===== config.mk =====
export PLATFORM = sky130hd
export DESIGN_NAME = irq_ctrl
export DESIGN_NICKNAME = d
export VERILOG_FILES = /design/src/rtl/irq_ctrl.sv
export SDC_FILE = /design/constraint.sdc
export NUM_CORES = 1
export LEC_CHECK = 0
export BUFFER_PORTS_ARGS = -buffer_cell sky130_fd_sc_hd__buf_2
export CAP_MARGIN = 20
export CELL_PAD_IN_SITES_DETAIL_PLACEMENT = 2
export CELL_PAD_IN_SITES_GLOBAL_PLACEMENT = 2
export CORE_ASPECT_RATIO = 0.7
export CORE_MARGIN = 3
export CORE_UTILIZATION = 31
export CTS_CLUSTER_DIAMETER = 50
export CTS_CLUSTER_SIZE = 30
export DETAILED_ROUTE_END_ITERATION = 7
export GPL_ROUTABILITY_DRIVEN = 1
export HOLD_SLACK_MARGIN = 0.12
export PLACE_DENSITY_LB_ADDON = 0.2
export SLEW_MARGIN = 20
export SYNTH_ARGS = -nofsm -noshare
export SYNTH_HDL_FRONTEND = slang
export SYNTH_SLANG_ARGS = --single-unit
export TNS_END_PERCENT = 50

===== constraint.sdc =====
create_clock -name clk -period 2 [get_ports clk]
set_input_delay 0.2 -clock clk [delete_from_list [all_inputs] [get_ports clk]]
set_output_delay 0.2 -clock clk [all_outputs]
set_load 0.01 [all_outputs]

===== src/rtl/irq_ctrl.sv =====
// Prioritized interrupt controller: synchronizes peripheral lines, tracks
// pending/mask/trigger state and drives a registered hwint to the control unit.
`timescale 1ns/1ps
module irq_ctrl #(
  parameter int unsigned NUM_IRQ = 8
) (
  input  logic               clk,
  input  logic               rst,
  input  logic [NUM_IRQ-1:0] irq,
  input  logic               cs,
  input  logic               rd,
  input  logic               wr,
  input  logic [1:0]         addr,
  input  logic [31:0]        wdata,
  output logic [31:0]        rdata,
  output logic               hwint,
  input  logic               int_ack
);

  typedef enum logic [1:0] {IDLE, REQ, SERVICE} state_t;

  logic [NUM_IRQ-1:0] s1_q, s2_q, s3_q;
  logic [NUM_IRQ-1:0] pend_q, pend_d;
  logic [NUM_IRQ-1:0] mask_q, trig_q;
  logic [4:0]         cur_id_q;
  state_t             state_q;
  logic               hwint_q;

  logic [NUM_IRQ-1:0] eligible, win_oh, w1c, ack_clr, rise;
  logic [4:0]         win_id;
  logic               wr_en, ack_take, eoi, in_service;

  assign wr_en      = cs & wr;
  assign eligible   = pend_q & mask_q;
  assign in_service = (state_q == SERVICE);
  assign ack_take   = (state_q == REQ) && int_ack && (|eligible);
  assign eoi        = wr_en && (addr == 2'd2) && (state_q == SERVICE);
  assign rise       = s2_q & ~s3_q;
  assign hwint      = hwint_q;

  // Lowest set bit of eligible is the winner; index found by scanning downward.
  always_comb begin
    win_id = '0;
    win_oh = eligible & (~eligible + NUM_IRQ'(1));
    for (int unsigned i = NUM_IRQ; i > 0; i--) begin
      if (eligible[i-1]) win_id = 5'(i - 1);
    end
  end

  always_comb begin
    w1c     = (wr_en && (addr == 2'd0)) ? wdata[NUM_IRQ-1:0] : '0;
    ack_clr = ack_take ? win_oh : '0;
    // Edge bits: set has priority over W1C/ack clear; level bits mirror s2.
    pend_d  = (((pend_q & ~w1c & ~ack_clr) | rise) & trig_q) | (s2_q & ~trig_q);
  end

  function automatic logic [31:0] pad(input logic [NUM_IRQ-1:0] v);
    pad = '0;
    pad[NUM_IRQ-1:0] = v;
  endfunction

  always_comb begin
    rdata = '0;
    if (cs && rd) begin
      case (addr)
        2'd0: rdata = pad(pend_q);
        2'd1: rdata = pad(mask_q);
        2'd2: rdata = {in_service, 26'b0, cur_id_q};
        2'd3: rdata = pad(trig_q);
        default: rdata = '0;
      endcase
    end
  end

  always_ff @(posedge clk or posedge rst) begin
    if (rst) begin
      s1_q   <= '0;
      s2_q   <= '0;
      s3_q   <= '0;
      pend_q <= '0;
      mask_q <= '0;
      trig_q <= '0;
    end else begin
      s1_q   <= irq;
      s2_q   <= s1_q;
      s3_q   <= s2_q;
      pend_q <= pend_d;
      if (wr_en && (addr == 2'd1)) mask_q <= wdata[NUM_IRQ-1:0];
      if (wr_en && (addr == 2'd3)) trig_q <= wdata[NUM_IRQ-1:0];
    end
  end

  always_ff @(posedge clk or posedge rst) begin
    if (rst) begin
      state_q  <= IDLE;
      hwint_q  <= 1'b0;
      cur_id_q <= '0;
    end else begin
      case (state_q)
        IDLE: begin
          if (|eligible) begin
            state_q <= REQ;
            hwint_q <= 1'b1;
          end
        end
        REQ: begin
          if (!(|eligible)) begin
            state_q <= IDLE;
            hwint_q <= 1'b0;
          end else if (int_ack) begin
            cur_id_q <= win_id;
            state_q  <= SERVICE;
            hwint_q  <= 1'b0;
          end
        end
        SERVICE: begin
          if (eoi) state_q <= IDLE;
        end
        default: begin
          state_q <= IDLE;
          hwint_q <= 1'b0;
        end
      endcase
    end
  end

endmodule


# [After elaboration in Yosys (flattened, before gate mapping)]
# Cells that the tools add are included.
[totals] reg_bits=56 latchBits=0 mem_bits_rw=0 romBits=0 input_bits=48 word_cells=69 mem_count=0
[op_classes] add_sub_neg=1 n_mul=0 n_div=0 order_cmp=0 n_eq_ne=8 shift=0 muxes=21 bitwise=16 n_reduce_logical=14
[ops] operator="$pmux 32 s4" n=1
[ops] operator="$and 8x8->8" n=7
[ops] operator="$not 8->8" n=5
[ops] operator="$mux 5" n=7
[ops] operator="$mux 32" n=1
[ops] operator="$mux 8" n=2
[ops] operator="$or 8x8->8" n=2
[ops] operator="$reduce_and 3->1" n=3
[ops] operator="$add 8x1->8 const B" n=1
[ops] operator="$logic_and 1x1->1" n=8
[ops] operator="$mux 2" n=4
[ops] operator="$reduce_or 8->1" n=1
[ops] operator="$eq 2x2->1 const B" n=3
[ops] operator="$pmux 2 s3" n=1
[ops] operator="$eq 2x1->1 const B" n=2
[ops] operator="$logic_not 2->1" n=2
[ops] operator="$ne 2x2->1 const B" n=2
[ops] operator="$mux 1" n=3
[ops] operator="$mux 3" n=1
[ops] operator="$ne 3x3->1 const B" n=1
[ops] operator="$pmux 1 s3" n=1
[ops] operator="$and 1x1->1" n=1
[ops] operator="$not 1->1" n=1

# [Depth between registers and ports, before layout]
[logic_depth] ltp_word=10 mapped_depth=6 depth_no_buf=4

# [Worst setup path after synthesis]
# OpenSTA, ideal clock, no wires.
[synth_timing] path_type="register to register" startpoint="register state_q[1]" endpoint="register pend_q[5]" setup_ns=0.121 t_arrival_ns=1.164 slack_ns=0.715 path_stages_with_launch=5 path_buffers=0 period_less_slack_ns=1.285 cell_sequence="dfrtp_1 and3b_4 and3_1 nand4_1 a22o_1"
[synth_between] elab_chain_cells=9
[synth_lines] element="start: declaration" line_no="26" rtl="state_t state_q;"
[synth_lines] element="start signal: assignment" line_no="95" rtl="state_q <= IDLE;"
[synth_lines] element="start signal: assignment" line_no="102" rtl="state_q <= REQ;"
[synth_lines] element="start signal: assignment" line_no="108" rtl="state_q <= IDLE;"
[synth_lines] element="$eq 2x1->1" line_no="36" rtl="assign ack_take = (state_q == REQ) && int_ack && (|eligible);"
[synth_lines] element="$logic_and 1x1->1 (2 in a row)" line_no="36"
[synth_lines] element="$mux 8" line_no="52" rtl="ack_clr = ack_take ? win_oh : '0;"
[synth_lines] element="$not 8->8" line_no="54" rtl="pend_d = (((pend_q & ~w1c & ~ack_clr) | rise) & trig_q) | (s2_q & ~trig_q);"
[synth_lines] element="$and 8x8->8" line_no="54"
[synth_lines] element="$or 8x8->8" line_no="54"
[synth_lines] element="$and 8x8->8" line_no="54"
[synth_lines] element="$or 8x8->8" line_no="54"
[synth_lines] element="via pend_d[5]" line_no="23" rtl="logic [NUM_IRQ-1:0] pend_q, pend_d;"
[synth_lines] element="end signal: assignment" line_no="87" rtl="pend_q <= pend_d;"
[synth_lines] element="end: declaration" line_no="23"
# The timed path passes the listed nets, and every way through them passes these cells.
# A chain may end at the register's enable or synchronous reset.

# [Final worst setup path]
[layout_timing] startpoint="register mask_q[0]" endpoint="output port rdata[0]"
[layout_between] elab_chain_cells=2
[layout_lines] element="start: declaration" line_no="24" rtl="logic [NUM_IRQ-1:0] mask_q, trig_q;"
[layout_lines] element="start signal: assignment" line_no="88" rtl="if (wr_en && (addr == 2'd1)) mask_q <= wdata[NUM_IRQ-1:0];"
[layout_lines] element="$pmux 32 s4" line_no="65" rtl="case (addr)"
[layout_lines] element="$mux 32" line_no="64" rtl="if (cs && rd) begin"
[layout_lines] element="end: declaration" line_no="15" rtl="output logic [31:0] rdata,"
# No other way between the ends. The select of a mux whose other input is x is not followed.

==> metrics.txt <==
Internal=2.195 mW; largest net degree at the start of global routing=31; Sw Pwr=0.9349 mW; crit-path max FO=5; final worst path period share=87.43%; final antenna-violating net count=0; setup TNS=0 ns; Placeable Area=7482 µm²; Die Ht=80.49 µm; switching part of the total=29.87%; Setup CP Type=flip-flop to primary output; clock root cell=clkbuf_16; clock slew at reported path FFs=0.07 ns; CP Launch Type=flip-flop; Static Leak=1.353 nW; RSZ-0062 raised after global routing=no; max cap viols=0; CTS Buffer Depth=2; register area share after synthesis=54.99%; CTS-repair resized insts=0; worst-path cell chain=mux4_2 -> nor2b_1 -> buf_2; Congestion Overflow GR=0; Seq cells post-synth=54; Die ar.=9048 µm²; YS warnings=0; Post-synth ARST share=100.0%; count of cell types in the netlist=38; GR Util All Layers=14.15%; I/O pins=81; Tmin final=1.749 ns; part of the power in registers=47.9%; Worst EP required=1.80 ns; Post-synth EDFFs=0; Die X=112.4 µm; R2R depth=4; initial core utilization=32.84%; Slew Limit Fails=0; worst hold path depth=2; Clock power frac=31.3%; CP max-delay cell=mux4_2; max frequency=571.9 MHz; number of diodes=0; FILL cells=805; DRC violations left=0; clk sinks=54; Avg Vias per Cell=4.847; layout cells sized above 1=27.17%; Cells after DPL=335; status=finished, final reports clean; worst vdd ir=0.0004178 V; CTS HTree Levels=2; Fin. Hold Viols=0; DP HPWL=4.220 mm; cts bufs inserted=5; Post-Layout Cell Count=352; Worst-Margin Slew=0.5627 ns; vias=1706; final number of setup-violating endpoints=0; Crit. End Element=primary output; clock skew=0.004663 ns; drt total wl=5.920 mm; power per standard cell area=1073 nW/µm²; CTS tree=yes; initial antenna violation count=0; RePlAce Congestion=0.7078; Hold/Removal Path Class=input pin to flip-flop; dominant synthesized flop cell=dfrtp_1; first-pass GRT wire length=9.901 mm; row cnt=26; vias in the first global route=1827; max incr delay on CP=0.50 ns; fin nets=301; worst skew pair latency=0.29 ns; Routed wire per std cell=16.82 µm; Netlist Area Pre-Place=2457 µm²; Slew Limit Headroom=62.43%; drt pass-1 iters=4; Comb pwr share=20.8%; 1st-iter DRT viols=42; Area growth, synth to finish=18.74%; Post-Synthesis Cells=207; Arrival @ worst endpoint=1.55 ns; IO buf count=33; Syn Area/Cell=11.87 µm²
-- metal layers --
metal	part of all wire (%)	vias to the layer above	global-route usage, %
li1	-	790	-
met1	52	876	20.97
met2	42	35	20.45
met3	5.4	5	3.840
met4	0.71	0	3.241
met5	0	-	0
-- layout make-up --
cell class              instances  area [µm²]  share of cell area [%]
well taps                      98       122.6                   4.202
multi-input cells             145       983.4                   33.70
repair buffers                 44       282.8                   9.691
flip-flops and latches         54        1351                   46.31
clock inverters                 2       37.54                   1.286
clock buffers                   6       128.9                   4.417
inverters                       3       11.26                  0.3859
-- what timing repair did --
action,4_1_cts,5_1_grt
hold endpoints to repair,32,0
hold buffers,9,0
setup buffers,0,0
-- worst paths after layout --
| kind | from | endpoint | slack [ns] |
|---|---|---|---|
| hold / removal | wdata[6] | mask_q[6] | 0.18 |
| hold reg to reg | s1_q[5] | s2_q[5] | 0.35 |
| setup reg to reg | mask_q[0] | pend_q[7] | 0.54 |
| min in group asynchronous | rst | s1_q[4] | 0.51 |
| max in group asynchronous | rst | cur_id_q[1] | 0.94 |
| setup / recovery | mask_q[0] | rdata[0] | 0.25 |
-- sequential cells by signal (all words and copies together), names as in the netlist --
signal,count
mask_q,8
pend_q,8
s1_q,8
s2_q,8
s3_q,8
trig_q,8
cur_id_q,3
state_q,2
hwint,1
-- cell usage after synthesis (all sizes together), types with 4 or more instances --
cell type | n | area [µm²]
a22oi | 4 | 62.56
nand2 | 25 | 96.35
dfrtp | 54 | 1351
mux2 | 16 | 180.2
nor2 | 15 | 56.30
mux2i | 5 | 50.05
a22o | 5 | 43.79
a31oi | 6 | 37.54
a21oi | 9 | 45.04
buf | 27 | 193.9
nand4 | 5 | 37.53
-- cells by family (layout without fill, tap and decap cells) --
family,Yosys count,after routing,share of synthesized area [%]
simple gates,61,61,12.53
compound gates,37,37,11.86
flops,54,54,54.99
other cells,1,23,0.1526
mux,24,24,12.12
buf+inv,30,55,8.350
-- worst max-delay path: cells and delay by family (launching register included) --
family | cells | cell delay [ns]
AND/OR/NAND/NOR | 1 | 0.14
flip-flops | 1 | 0.46
buffers and inverters | 1 | 0.15
multiplexers | 1 | 0.50
-- layout by cell type (no fill, tap or decap), types with 2 or more instances in the layout --
master | Yosys | final
nor2_1 | 15 | 15
a21oi_1 | 9 | 9
dfrtp_1 | 54 | 54
nor2b_1 | 3 | 3
nand2b_1 | 2 | 2
nand4_1 | 4 | 4
dlygate4sd3_1 | 0 | 9
nand2_1 | 24 | 24
clkbuf_16 | 0 | 5
a221oi_1 | 3 | 3
a31oi_1 | 6 | 6
nand3_1 | 2 | 2
mux2i_1 | 5 | 5
and3_1 | 2 | 2
o21ai_0 | 3 | 3
a32o_1 | 2 | 2
a21o_1 | 2 | 2
mux2_2 | 16 | 16
a22oi_4 | 2 | 2
mux4_2 | 3 | 3
buf_2 | 2 | 33
inv_1 | 3 | 2
conb_1 | 1 | 23
a22o_1 | 5 | 5
-- per-stage QoR --
stage               hold slack (ns)  util, %  power (mW)  instance area, µm²  worst slack (ns)
global route                 0.1751    39.00       3.336                2918            0.2063
detailed placement           0.2932    35.57       2.162                2661            0.3657
finish                       0.1787    39.00       3.130                2918            0.2513
CTS                          0.1750    39.00       3.173                2918            0.2438
floorplan                    0.2314        -       1.959                2540            0.4854
global placement             0.2823    35.57       2.129                2661            0.3764
-- power groups by stage --
stage,clock network (mW),logic (mW),registers [mW]
3_3_place_gp,0,0.624,1.51
6_report,0.980,0.650,1.50
2_1_floorplan,0,0.509,1.45
3_5_place_dp,0,0.647,1.52
4_1_cts,1.01,0.662,1.50
5_1_grt,1.06,0.741,1.53
Note: power is estimated with default switching activity, not from simulation.
